===== src/rtl/uart_arb_pkg.sv =====
// Shared definitions for the UART output arbiter.
//   UART_NEWLINE : character that ends a line and releases a line lock
//   lock_state_e : line-lock FSM states
//   src_idx_w()  : width of a source index for a given number of sources
package uart_arb_pkg;

  localparam logic [7:0] UART_NEWLINE = 8'h0A;

  typedef enum logic {LOCK_IDLE, LOCK_HELD} lock_state_e;

  function automatic int unsigned src_idx_w(input int unsigned n);
    return (n < 2) ? 1 : $clog2(n);
  endfunction

endpackage


===== src/rtl/uart_src_fifo.sv =====
// Per-source character FIFO feeding the UART output arbiter.
// Pointers carry one extra wrap bit so full and empty are distinguishable
// without a separate occupancy counter.
// Ports:
//   clock, reset_n  : rising-edge clock, asynchronous active-low reset
//   push_i, din_i   : write request and character (ignored when full)
//   pop_i           : read request (ignored when empty)
//   dout_o          : character at the head of the FIFO
//   full_o, empty_o : occupancy flags, registered-state only
module uart_src_fifo #(
  parameter int unsigned DEPTH = 8
) (
  input  logic       clock,
  input  logic       reset_n,
  input  logic       push_i,
  input  logic [7:0] din_i,
  input  logic       pop_i,
  output logic [7:0] dout_o,
  output logic       full_o,
  output logic       empty_o
);

  localparam int unsigned AW = $clog2(DEPTH);

  logic [AW:0] wptr_q, wptr_d;
  logic [AW:0] rptr_q, rptr_d;
  logic [7:0]  mem_q [DEPTH];
  logic        do_push, do_pop;

  assign full_o  = (wptr_q[AW] != rptr_q[AW]) && (wptr_q[AW-1:0] == rptr_q[AW-1:0]);
  assign empty_o = (wptr_q == rptr_q);
  assign do_push = push_i && !full_o;
  assign do_pop  = pop_i && !empty_o;
  assign dout_o  = mem_q[rptr_q[AW-1:0]];

  always_comb begin
    wptr_d = wptr_q;
    rptr_d = rptr_q;
    if (do_push) wptr_d = wptr_q + 1'b1;
    if (do_pop)  rptr_d = rptr_q + 1'b1;
  end

  always_ff @(posedge clock or negedge reset_n) begin
    if (!reset_n) begin
      wptr_q <= '0;
      rptr_q <= '0;
    end else begin
      wptr_q <= wptr_d;
      rptr_q <= rptr_d;
    end
  end

  // Storage needs no reset: the pointers alone define what is valid.
  always_ff @(posedge clock) begin
    if (do_push) mem_q[wptr_q[AW-1:0]] <= din_i;
  end

endmodule


===== src/rtl/uart_out_arbiter.sv =====
// Merges several character producers into one registered UART output
// stream. Each source writes into its own FIFO; a round-robin scheduler
// pops one FIFO head per cycle into the output register.
// Optional feature macro: UART_LINE_LOCK_EN -- once a source emits a
// non-newline character it owns the output until it emits a newline or
// stays idle for LOCK_TIMEOUT cycles, so lines never interleave.
// Ports:
//   clock, reset_n       : rising-edge clock, asynchronous active-low reset
//   in_valid, in_ch      : per-source character offers (8 bits per source)
//   in_ready             : per-source accept (FIFO not full)
//   uart_out_valid/ch/src: registered output character and its source index
//   uart_out_ready       : sink accept
module uart_out_arbiter
  import uart_arb_pkg::*;
#(
  parameter int unsigned N_SRC        = 4,
  parameter int unsigned FIFO_DEPTH   = 8,
  parameter int unsigned LOCK_TIMEOUT = 64
) (
  input  logic                        clock,
  input  logic                        reset_n,
  input  logic [N_SRC-1:0]            in_valid,
  input  logic [N_SRC*8-1:0]          in_ch,
  output logic [N_SRC-1:0]            in_ready,
  output logic                        uart_out_valid,
  output logic [7:0]                  uart_out_ch,
  output logic [src_idx_w(N_SRC)-1:0] uart_out_src,
  input  logic                        uart_out_ready
);

  localparam int unsigned SW = src_idx_w(N_SRC);

  if (N_SRC < 2 || N_SRC > 16 || FIFO_DEPTH < 2 ||
      (FIFO_DEPTH & (FIFO_DEPTH - 1)) != 0 || LOCK_TIMEOUT == 0) begin : g_param_chk
    $error("uart_out_arbiter: illegal parameter combination");
  end

  logic [N_SRC-1:0] full, empty, push, pop, elig;
  logic [7:0]       head [N_SRC];

  logic          gnt_vld, load, do_pop;
  logic [SW-1:0] gnt_idx;
  logic [7:0]    gnt_ch;

  logic          out_vld_q, out_vld_d;
  logic [7:0]    out_ch_q, out_ch_d;
  logic [SW-1:0] out_src_q, out_src_d;
  logic [SW-1:0] last_q, last_d;

  // in_ready looks only at registered occupancy, never at this cycle's pop.
  assign in_ready = ~full;
  assign push     = in_valid & ~full;

  for (genvar i = 0; i < N_SRC; i++) begin : g_src
    uart_src_fifo #(.DEPTH(FIFO_DEPTH)) u_fifo (
      .clock   (clock),
      .reset_n (reset_n),
      .push_i  (push[i]),
      .din_i   (in_ch[8*i +: 8]),
      .pop_i   (pop[i]),
      .dout_o  (head[i]),
      .full_o  (full[i]),
      .empty_o (empty[i])
    );
  end

`ifdef UART_LINE_LOCK_EN
  localparam int unsigned TW = $clog2(LOCK_TIMEOUT + 1);

  lock_state_e   state_q, state_d;
  logic [SW-1:0] owner_q, owner_d;
  logic [TW-1:0] tmo_q, tmo_d;

  always_comb begin
    elig = ~empty;
    if (state_q == LOCK_HELD) begin
      elig          = '0;
      elig[owner_q] = ~empty[owner_q];
    end
  end
`else
  assign elig = ~empty;
`endif

  // Search starts one past the last winner, so every source gets a turn.
  always_comb begin
    gnt_vld = 1'b0;
    gnt_idx = last_q;
    for (int k = 1; k <= int'(N_SRC); k++) begin
      if (!gnt_vld && elig[SW'((int'(last_q) + k) % int'(N_SRC))]) begin
        gnt_vld = 1'b1;
        gnt_idx = SW'((int'(last_q) + k) % int'(N_SRC));
      end
    end
  end

  assign gnt_ch = head[gnt_idx];
  assign load   = !out_vld_q || uart_out_ready;
  assign do_pop = load && gnt_vld;

  always_comb begin
    pop = '0;
    if (do_pop) pop[gnt_idx] = 1'b1;
  end

  always_comb begin
    out_vld_d = out_vld_q;
    out_ch_d  = out_ch_q;
    out_src_d = out_src_q;
    last_d    = last_q;
    if (load) begin
      out_vld_d = gnt_vld;
      if (gnt_vld) begin
        out_ch_d  = gnt_ch;
        out_src_d = gnt_idx;
        last_d    = gnt_idx;
      end
    end
  end

  always_ff @(posedge clock or negedge reset_n) begin
    if (!reset_n) begin
      out_vld_q <= 1'b0;
      out_ch_q  <= '0;
      out_src_q <= '0;
      last_q    <= SW'(N_SRC - 1);
    end else begin
      out_vld_q <= out_vld_d;
      out_ch_q  <= out_ch_d;
      out_src_q <= out_src_d;
      last_q    <= last_d;
    end
  end

  assign uart_out_valid = out_vld_q;
  assign uart_out_ch    = out_ch_q;
  assign uart_out_src   = out_src_q;

`ifdef UART_LINE_LOCK_EN
  // While held, only the owner can be granted, so any pop is the owner's.
  always_comb begin
    state_d = state_q;
    owner_d = owner_q;
    tmo_d   = tmo_q;
    case (state_q)
      LOCK_IDLE: begin
        if (do_pop && gnt_ch != UART_NEWLINE) begin
          state_d = LOCK_HELD;
          owner_d = gnt_idx;
          tmo_d   = '0;
        end
      end
      LOCK_HELD: begin
        if ((do_pop && gnt_ch == UART_NEWLINE) || tmo_q == TW'(LOCK_TIMEOUT)) begin
          state_d = LOCK_IDLE;
          tmo_d   = '0;
        end else if (push[owner_q] || !empty[owner_q]) begin
          tmo_d = '0;
        end else if (tmo_q != TW'(LOCK_TIMEOUT)) begin
          tmo_d = tmo_q + TW'(1);
        end
      end
      default: state_d = LOCK_IDLE;
    endcase
  end

  always_ff @(posedge clock or negedge reset_n) begin
    if (!reset_n) begin
      state_q <= LOCK_IDLE;
      owner_q <= '0;
      tmo_q   <= '0;
    end else begin
      state_q <= state_d;
      owner_q <= owner_d;
      tmo_q   <= tmo_d;
    end
  end
`endif

endmodule


===== config.mk =====
export PLATFORM = sky130hd
export DESIGN_NAME = uart_out_arbiter
export DESIGN_NICKNAME = d
export VERILOG_FILES = /design/src/rtl/uart_arb_pkg.sv /design/src/rtl/uart_src_fifo.sv /design/src/rtl/uart_out_arbiter.sv
export SDC_FILE = /design/constraint.sdc
export NUM_CORES = 1
export LEC_CHECK = 0
export BUFFER_PORTS_ARGS = -buffer_cell sky130_fd_sc_hd__clkbuf_2
export CORE_MARGIN = 3
export CORE_UTILIZATION = 45
export DETAILED_ROUTE_END_ITERATION = 12
export PLACE_DENSITY = 0.72
export SLEW_MARGIN = 20
export SYNTH_ARGS = -nofsm -noshare
export SYNTH_HDL_FRONTEND = slang
export SYNTH_SLANG_ARGS = --single-unit

===== constraint.sdc =====
create_clock -name clock -period 6.71 [get_ports clock]
set_input_delay 0 -clock clock [delete_from_list [all_inputs] [get_ports clock]]
set_output_delay 0 -clock clock [all_outputs]
set_load 0.03 [all_outputs]

-- Word-level counts from Yosys, hierarchy flattened
Memory sizes are Yosys's and may differ from the RTL's.
Index checks and enable logic that the tools add are counted.
- bits in registers: 45
- RAM bits: 256
- input port bits: 39
- output and inout bits: 15
- word-level logic and storage cells: 116
- memories: 4
- add/subtract/negate cells: 12
- order comparisons: 7
- equal/unequal tests: 12
- mux-type cells: 34
- bitwise logic cells: 4
- reduce and logical (&&, ||, !) cells: 31
- memory list (name ; words ; width ; rd ports ; clocked after memory_dff ; write ports ; RTL line ; source):
    g_src[0].u_fifo.mem_q ; 8 ; 8 ; 1 ; 0 ; 1 ; uart_src_fifo.sv:27 ; logic [7:0] mem_q [DEPTH];
    g_src[1].u_fifo.mem_q ; 8 ; 8 ; 1 ; 0 ; 1 ; uart_src_fifo.sv:27 ;
    g_src[2].u_fifo.mem_q ; 8 ; 8 ; 1 ; 0 ; 1 ; uart_src_fifo.sv:27 ;
    g_src[3].u_fifo.mem_q ; 8 ; 8 ; 1 ; 0 ; 1 ; uart_src_fifo.sv:27 ;
- operators by type and width (kind ; count):
    4-bit by 1-bit adder with 4-bit output (second input constant) ; 8
    1-bit 2-to-1 mux ; 21
    1-bit logical AND ; 17
    8-bit binary-select mux with 2-bit select ; 1
    4-bit equality test ; 4
    2-bit by 4-bit < comparator with 1-bit output (second input constant) ; 4
    8-bit 2-to-1 mux ; 2
    3-bit equality test ; 4
    1-bit zero test ; 12
    1-bit binary-select mux with 2-bit select ; 4
    2-bit 2-to-1 mux ; 4
    4-bit NOT ; 2
    2-bit by 1-bit adder with 2-bit output (second input constant) ; 2
    2-bit adder (second input constant) ; 2
    4-bit bitwise AND ; 1
    4-bit 2-to-1 mux ; 1
    1-bit inequality test ; 4
    3-bit greater-or-equal comparator (second input constant) ; 1
    2-bit by 3-bit < comparator with 1-bit output (second input constant) ; 1
    2-bit NOT with 3-bit output ; 1
    1-bit demux with 2-bit select ; 1
    2-bit by 1-bit greater-or-equal comparator with 1-bit output (second input constant) ; 1
    2-bit AND reduction ; 1
    1-bit logical OR ; 1

-- Longest topological paths before layout
Gate-level depths: netlist of the first run.
- depth after elaboration: 21
- gate-level depth with buffers: 9
- mapped depth without buffers: 6

-- Hierarchy
A second synthesis of the first run with hierarchy kept.
- cell total of the unflattened synthesis: 689
- area total of the unflattened synthesis: 13534.2 um2
- by module, submodules not included (module ; instances ; cells an instance ; area each (um2) ; sequential area each (um2)):
    uart_src_fifo ; 4 ; 151 ; 3173.0 ; 2122.0
    uart_out_arbiter ; 1 ; 85 ; 842.1 ; 327.8

-- Least setup slack after synthesis of the first run
No wires, ideal clock.
- path type: reg2reg
- from: register g_src[3].u_fifo.wptr_q[2]
- to: memory g_src[3].u_fifo.mem_q[0][0], enable pin
- library setup time: 0.383 ns
- arrival: 2.178 ns
- required time: 6.327 ns
- path slack: 4.149 ns
- stages on the path, launching flop included: 8
- path buffers: 2
- cells stage by stage: dfrtp_1 -> clkbuf_1 -> xor2_1 -> or4_1 -> and2_1 -> clkbuf_1 -> nand2b_1 -> nor3_1
- cells in the longest elaborated chain, start to end: 7
- elaborated cells on any way between the ends: 8
- ends and longest elaborated chain (element ; RTL line ; source):
    from (decl) ; uart_src_fifo.sv:25 ; logic [AW:0] wptr_q, wptr_d;
    from (signal assigned) ; uart_src_fifo.sv:48 ; wptr_q <= wptr_d;
    3-bit equality test ; uart_src_fifo.sv:30 ; assign full_o = (wptr_q[AW] != rptr_q[AW]) && (wptr_q[AW-1:0] == rptr_q[AW-1:0]);
    1-bit logical AND ; uart_src_fifo.sv:30 ;
    4-bit NOT ; -- ;
    named net in_ready[3] ; uart_out_arbiter.sv:24 ; output logic [N_SRC-1:0] in_ready,
    4-bit bitwise AND ; uart_out_arbiter.sv:52 ; assign push = in_valid & ~full;
    1-bit logical AND ; uart_src_fifo.sv:32 ; assign do_push = push_i && !full_o;
    1-bit 2-to-1 mux ; uart_src_fifo.sv:55 ; if (do_push) mem_q[wptr_q[AW-1:0]] <= din_i;
    1-bit 2-to-1 mux (not written as such) ; uart_src_fifo.sv:55 ;
    to (decl) ; uart_src_fifo.sv:27 ;
The timed path passes the listed nets, and every way through them passes these cells.

-- Worst setup path after layout of the first run
- from: register g_src[3].u_fifo.rptr_q[1]
- to: register g_src[0].u_fifo.rptr_q[1]
- cells in the longest elaborated chain, start to end: 21
- elaborated cells on any way between the ends: 36
- ends and longest elaborated chain (element ; RTL line ; source):
    from (decl) ; uart_src_fifo.sv:26 ; logic [AW:0] rptr_q, rptr_d;
    from (signal assigned) ; uart_src_fifo.sv:49 ; rptr_q <= rptr_d;
    4-bit equality test (*) ; uart_src_fifo.sv:31 ; assign empty_o = (wptr_q == rptr_q);
    4-bit NOT (*) ; uart_out_arbiter.sv:82 ; assign elig = ~empty;
    1-bit binary-select mux with 2-bit select ; uart_out_arbiter.sv:90 ; if (!gnt_vld && elig[SW'((int'(last_q) + k) % int'(N_SRC))]) begin
    1-bit 2-to-1 mux (not written as such) (2 in a row) ; uart_out_arbiter.sv:90 ;
    1-bit 2-to-1 mux ; uart_out_arbiter.sv:90 ;
    1-bit zero test ; uart_out_arbiter.sv:90 ;
    1-bit logical AND ; uart_out_arbiter.sv:90 ;
    1-bit 2-to-1 mux ; uart_out_arbiter.sv:90 ;
    (+4 left out) ; -- ;
    1-bit logical AND ; uart_out_arbiter.sv:90 ;
    2-bit 2-to-1 mux ; uart_out_arbiter.sv:90 ;
    2-bit by 3-bit < comparator with 1-bit output (not written as such) / 2-bit by 1-bit greater-or-equal comparator with 1-bit output (equally long branches) ; uart_out_arbiter.sv:103 ; if (do_pop) pop[gnt_idx] = 1'b1;
    1-bit logical AND (not written as such) ; uart_out_arbiter.sv:103 ;
    1-bit 2-to-1 mux (not written as such) ; uart_out_arbiter.sv:103 ;
    1-bit demux with 2-bit select ; uart_out_arbiter.sv:103 ;
    4-bit 2-to-1 mux (*) ; uart_out_arbiter.sv:103 ;
    1-bit logical AND (*) ; uart_src_fifo.sv:33 ; assign do_pop = pop_i && !empty_o;
    to (signal assigned) ; uart_src_fifo.sv:49 ;
    to (decl) ; uart_src_fifo.sv:26 ;
Every way passes the cells marked *; elsewhere a longest branch is shown, timed or not. The select of a mux whose other input is x is not followed.
A chain may end at the register's enable or synchronous reset.

==> impl_metrics.env, run 1 <==
export IMPL_finalMaxSlewViolations=0
export IMPL_gp_congestion=0.7752
export IMPL_fin_util_pct=53.06
export IMPL_yosysTopAreaCell="edfxtp_1"
export IMPL_cts_max_path_buffers=3
export IMPL_final_layout_size_suffix_gt1_share_pct=25.97
export IMPL_ctsHoldBuffers=38
export IMPL_async_flop_share_pct=14.95
export IMPL_drc_errors=0
export IMPL_critPathCaptureType="flip-flop"
export IMPL_setup_violations=0
export IMPL_vdd_ir_drop_max_mv=0.2464
export IMPL_synth_area_leaders="edfxtp_1 (62%), mux4_2 (12%), dfrtp_1 (8.7%)"
export IMPL_grt_pass1_wl_um=36680
export IMPL_ys_flop_type="edfxtp_1"
export IMPL_synth_warnings=0
export IMPL_final_cell_mix="edfxtp_1 (256), mux4_2 (64), clkbuf_2 (53)"
export IMPL_r2r_cells=7
export IMPL_fmax_ghz=0.2805
export IMPL_die_w_um=171.8
export IMPL_skew_ns=0.008965
export IMPL_antenna_left=0
export IMPL_rows=60
export IMPL_worstMarginPinSlew_ns=1.025
export IMPL_cts_sinks=301
export IMPL_synthesis_nets=700
export IMPL_cts_htree_levels=1
export IMPL_fin_nets=798
export IMPL_worstReg2RegEnd="g_src[0].u_fifo.rptr_q[1]"
export IMPL_multi_input_area_mm2=0.003319
export IMPL_worst_slew_margin_rel_pct=31.41
export IMPL_cts_tree="built"
export IMPL_synthCells=653
export IMPL_cts_root_buf="clkbuf_16"
export IMPL_layout_commonest_cell="edfxtp_1"
export IMPL_finalWirelength_um=23930
export IMPL_placed_area_mm2=0.01295
export IMPL_grt_ovfl_total=0
export IMPL_portBuffers=53
export IMPL_yosysTopAreaCellShare_pct=62.17
export IMPL_grt_usage_pct=16.38
export IMPL_hold_class="input pin to asynchronous set/reset pin"
export IMPL_core_area_mm2=0.02695
export IMPL_diodes=0
export IMPL_syn_avg_cell_area_um2=18.93
export IMPL_drt_first_iter_violations=505
export IMPL_cts_resized=0
export IMPL_post_cts_setup_buffers=0
export IMPL_start_util_pct=45.88
export IMPL_io_pin_count=54
export IMPL_crit_type="flip-flop to flip-flop"
export IMPL_grt_max_degree=46
export IMPL_fillCellCount=2058
export IMPL_critPathArrivalTime_ns=4.00
export IMPL_yosysUniqueCellTypes=48
export IMPL_stdcell_area_mm2=0.01430
export IMPL_first_global_vias=6474
export IMPL_setup_tns_ns=0
export IMPL_clkLatencyLatePin_ns=0.54
export IMPL_period_share_pct=53.13
export IMPL_dp_hpwl_um=15320
export IMPL_synthToLayoutAreaGrowth_pct=15.66
export IMPL_wl_per_cell_um=21.46
export IMPL_ys_seq_area_share_pct=71.30
export IMPL_cts_buffers_inserted=30
export IMPL_fp_dieArea_mm2=0.02950
export IMPL_syn_cell_area_mm2=0.01236
export IMPL_vias=6235
export IMPL_ff_latch_area_mm2=0.008816
export IMPL_crit_start="g_src[3].u_fifo.rptr_q[1]"
export IMPL_startpoint_type="flip-flop"
export IMPL_hold_viol_final=0
export IMPL_p_per_area_mw_per_mm2=454.9
export IMPL_p_leak_nw=4.928
export IMPL_drt_first_pass_iters=5
export IMPL_critPathMaxFanout=20
export IMPL_ys_seq_elements=301
export IMPL_post_route_min_period_ns=3.565
export IMPL_r2r_start="g_src[3].u_fifo.rptr_q[1]"
export IMPL_rsz0062_at_grt="false"
export IMPL_vias_per_cell=5.592
export IMPL_setup_ws_ns=3.145
export IMPL_maxCapViolations=0
export IMPL_fp_dieH_um=171.8
export IMPL_synth_edf_count=256
export IMPL_r2r_slack_ns=3.15
export IMPL_worstPathRequired_ns=7.14
export IMPL_status="finished clean"
export IMPL_clk_pin_slew_ns=0.06
export IMPL_grt_antenna_before_repair=0
export IMPL_dpl_worst_slack_ns=3.172
==> worst max path at each step <==
stage / slack, ns / cells past startpoint / end
after global routing: 2.78 / 7 / g_src[0].u_fifo.rptr_q[1]
after CTS: 3.16 / 7 / g_src[0].u_fifo.rptr_q[1]
after floorplan: 4.15 / 7 / g_src[3].u_fifo.mem_q[0][0]
after global placement: 3.35 / 7 / g_src[0].u_fifo.rptr_q[1]
after detailed placement: 3.17 / 7 / g_src[0].u_fifo.rptr_q[1]
final: 3.15 / 7 / g_src[0].u_fifo.rptr_q[1]
==> worst max-delay path, stage by stage (launching register included) <==
cell      delay, ns
dfrtp_1        0.94
xor2_2         0.20
nor4_2         0.56
a21oi_1        0.16
a211oi_2       0.68
buf_4          0.30
nor2b_1        0.23
mux2_2         0.36
==> registers in the layout, indices dropped and copies added, names as in the netlist <==
name / cells
g_src.u_fifo.wptr_q: 16
last_q: 2
uart_out_ch: 8
g_src.u_fifo.rptr_q: 16
uart_out_valid: 1
uart_out_src: 2
g_src.u_fifo.mem_q: 256
==> logic make-up after synthesis <==
kind of cell,synth area share [%]
adder cells (fa/ha/maj),0.8905
XOR/XNOR,3.157
multiplexers,15.81
buffers and inverters,1.862
flip-flops,71.30
AND/OR/NAND/NOR,5.161
AO/OA/AOI/OAI,1.822
==> report_power, final <==
| group | internal, mW | total (mW) | switching, mW |
|---|---|---|---|
| registers | 2.44 | 2.81 | 0.372 |
| logic | 0.968 | 2.07 | 1.10 |
| clock network | 0.955 | 1.62 | 0.669 |
==> area by class of cell <==
cell class              instances  area share (%)
flip-flops and latches        301           61.65
repair buffers                105           5.250
inverters                       6          0.1575
well taps                     341           2.984
clock inverters                18           1.164
clock buffers                  37           5.582
multi-input cells             307           23.21
==> metrics by stage <==
| step | total power, mW | hold WS [ns] | std cells |
|---|---|---|---|
| final | 6.505 | 0.09146 | 1115 |
| after CTS | 6.574 | 0.1141 | 1115 |
| after floorplan | 4.363 | -0.2956 | 653 |
| after detailed placement | 4.923 | 0.1257 | 1022 |
| after global routing | 6.839 | 0.1557 | 1115 |
| after global placement | 4.814 | 0.1164 | 1022 |
==> metal layers <==
layer	wire [um]	global-route usage (%)	part of all wire, %
met1	10210	22.16	43
met2	11850	27.54	50
met3	1309	3.011	5.5
met5	0	0	0
met4	558	4.686	2.3
==> synth_stat cells (all sizes together) (9+ instances only) <==
cell type,n
nand3,13
nand3b,9
mux4,64
nand2,13
nand2b,13
or2,9
xnor2,20
edfxtp,256
dfrtp,43
mux2i,40
nor2,27
mux2,10
buf,18
clkbuf,21
nor3,12
xor2,22
Note: power is estimated with default switching activity, not from simulation.
==> run 2: changes to the inputs <==
==> constraint.sdc (replaced) <==
create_clock -name clock -period 3.6 [get_ports clock]
set_input_delay 0 -clock clock [delete_from_list [all_inputs] [get_ports clock]]
set_output_delay 0 -clock clock [all_outputs]
set_load 0.03 [all_outputs]
==> run 2 against run 1 <==
  * Clock skew fell by 0.00064 ns
  * Worst hold slack improved by 0.010 ns
  * Clock power rose by 99%
  * Critical path depth did not move
  * Count of clock-buffer cells in the layout rose by 1
  * Critical endpoint is now uart_out_ch[4]
  * Fmax rose by 19%
  * First-iteration DRC count rose by 4.2%
  * Highest routed layer unchanged
  * Sequential share of layout area fell by 0.81 points
  * Cell count rose by 1.5%
  * Final area rose by 1.3%
==> impl_metrics.env, run 2 (synthesis results as in run 1) <==
export IMPL_status="finished clean"
export IMPL_dpl_worst_slack_ns=0.6461
export IMPL_cts_tree="built"
export IMPL_clk_pin_slew_ns=0.06
export IMPL_drt_met1_wl_um=10080
export IMPL_finalMaxSlewViolations=0
export IMPL_diodes=0
export IMPL_drt_first_pass_iters=5
export IMPL_ctsHoldBuffers=38
export IMPL_vias_per_cell=5.521
export IMPL_slowest_delay_ns=0.75
export IMPL_dr_wl_met3_um=1288
export IMPL_core_area_mm2=0.02695
export IMPL_setup_violations=0
export IMPL_grt_antenna_before_repair=0
export IMPL_cts_htree_levels=1
export IMPL_worstMarginPinSlew_ns=0.9305
export IMPL_fillCellCount=2017
export IMPL_first_global_vias=6651
export IMPL_wl_per_cell_um=21.01
export IMPL_critPathMaxFanout=25
export IMPL_cp_slowest_cell="dfrtp_1"
export IMPL_setup_tns_ns=0
export IMPL_p_leak_nw=5.060
export IMPL_hold_class="input pin to asynchronous set/reset pin"
export IMPL_grt_usage_pct=16.41
export IMPL_start_util_pct=45.88
export IMPL_crit_start="g_src[3].u_fifo.rptr_q[2]"
export IMPL_critPathCaptureType="flip-flop"
export IMPL_vias=6250
export IMPL_clkLatencyLatePin_ns=0.55
export IMPL_cts_root_buf="clkbuf_16"
export IMPL_largest_reg_flops=256
export IMPL_crit_type="flip-flop to flip-flop"
export IMPL_hold_viol_final=0
export IMPL_fp_dieArea_mm2=0.02950
export IMPL_worstPathRequired_ns=4.03
export IMPL_top_layer="met4"
export IMPL_io_pin_count=54
export IMPL_crit_buf_inv=1
export IMPL_synthToLayoutAreaGrowth_pct=17.19
export IMPL_post_cts_setup_buffers=0
export IMPL_critPathArrivalTime_ns=3.41
export IMPL_cts_buffers_inserted=30
export IMPL_grt_max_degree=46
export IMPL_startpoint_type="flip-flop"
export IMPL_dp_hpwl_um=15610
export IMPL_grt_pass1_wl_um=37360
export IMPL_wl_met2_um=11950
export IMPL_rsz0062_at_grt="false"
export IMPL_cp_top_family="compound AO/OA/AOI/OAI gates"
export IMPL_fin_util_pct=53.77
export IMPL_final_layout_size_suffix_gt1_share_pct=27.56
export IMPL_cts_max_path_buffers=3
export IMPL_vdd_ir_drop_max_mv=0.4221
export IMPL_grt_ovfl_total=0
export IMPL_portBuffers=53
export IMPL_fmax_ghz=0.3351
export IMPL_post_route_min_period_ns=2.984
export IMPL_final_cell_mix="edfxtp_1 (256), mux4_2 (64), clkbuf_2 (53)"
export IMPL_layout_commonest_cell="edfxtp_1"
export IMPL_cp_cell_sequence="xor2_1, o41a_1, a311o_1, a21o_1, buf_4, mux2i_1, o2111a_1"
export IMPL_setup_ws_ns=0.6161
export IMPL_r2r_start="g_src[3].u_fifo.rptr_q[2]"
export IMPL_die_w_um=171.8
export IMPL_drc_errors=0
export IMPL_maxCapViolations=0
export IMPL_period_share_pct=82.88
export IMPL_worst_slew_margin_rel_pct=37.97
export IMPL_p_per_area_mw_per_mm2=855.9
export IMPL_drt_first_iter_violations=526
export IMPL_rows=60
export IMPL_skew_ns=0.008322
export IMPL_fp_dieH_um=171.8
export IMPL_cts_resized=0
export IMPL_antenna_left=0
export IMPL_cts_sinks=301
export IMPL_finalWirelength_um=23790
export IMPL_gp_congestion=0.7629
export IMPL_fin_nets=814
-- run 2: cell types whose count changed in the layout (fill, tap and decap cells not counted), sizes merged --
cell and change:
buf +16, bufinv +2, clkinv +2, clkbuf +1, clkinvlp -4
-- run 2: worst reg2reg max path, delay by kind of cell (launching register included) --
| family | cells | cell delay [ns] |
|---|---|---|
| buffers and inverters | 1 | 0.33 |
| flip-flops | 1 | 0.75 |
| AO/OA/AOI/OAI | 4 | 1.42 |
| multiplexers | 1 | 0.14 |
| XOR/XNOR | 1 | 0.23 |
-- run 2: final cells by class --
| type | count | area (um^2) | share of cell area (%) |
|---|---|---|---|
| tap | 341 | 426.7 | 2.944 |
| sequential | 301 | 8816 | 60.84 |
| clock inverter | 18 | 214.0 | 1.477 |
| inverter | 6 | 22.52 | 0.1554 |
| timing repair buffer | 121 | 870.8 | 6.010 |
| clock buffer | 38 | 822.0 | 5.673 |
| multi-input combinational | 307 | 3318 | 22.90 |
-- run 2: metal layers --
layer  GRT usage [%]  vias to the layer above
li1                -                     2811
met1           22.59                     3228
met2           27.47                      175
met3           2.735                       36
met4           4.443                        0
met5               0                        -
-- run 2: path summary, 6_finish.rpt --
check / slack (ns) / cells past startpoint / endpoint
setup / recovery: 0.62 / 7 / uart_out_ch[4]
hold / removal: 0.10 / 3 / g_src[3].u_fifo.wptr_q[2]
setup reg to reg: 0.62 / 7 / uart_out_ch[4]
hold reg to reg: 0.50 / 1 / g_src[0].u_fifo.rptr_q[3]
max in group asynchronous: 3.08 / 3 / g_src[3].u_fifo.rptr_q[2]
min in group clock: 0.27 / 2 / g_src[0].u_fifo.mem_q[1][4]
-- run 2: per-stage QoR --
step | cells | cell area [um^2] | power, mW | hold WS (ns)
CTS | 1132 | 14490 | 12.51 | 0.1182
global placement | 1038 | 13070 | 9.064 | 0.1396
floorplan | 653 | 12360 | 8.133 | -0.2956
global route | 1132 | 14490 | 13.04 | 0.1562
detailed placement | 1038 | 13070 | 9.229 | 0.1401
finish | 1132 | 14490 | 12.40 | 0.1015
-- run 2: power by group --
part | switching [mW] | internal [mW]
combinational | 2.25 | 1.87
clock | 1.26 | 1.96
sequential | 0.505 | 4.55
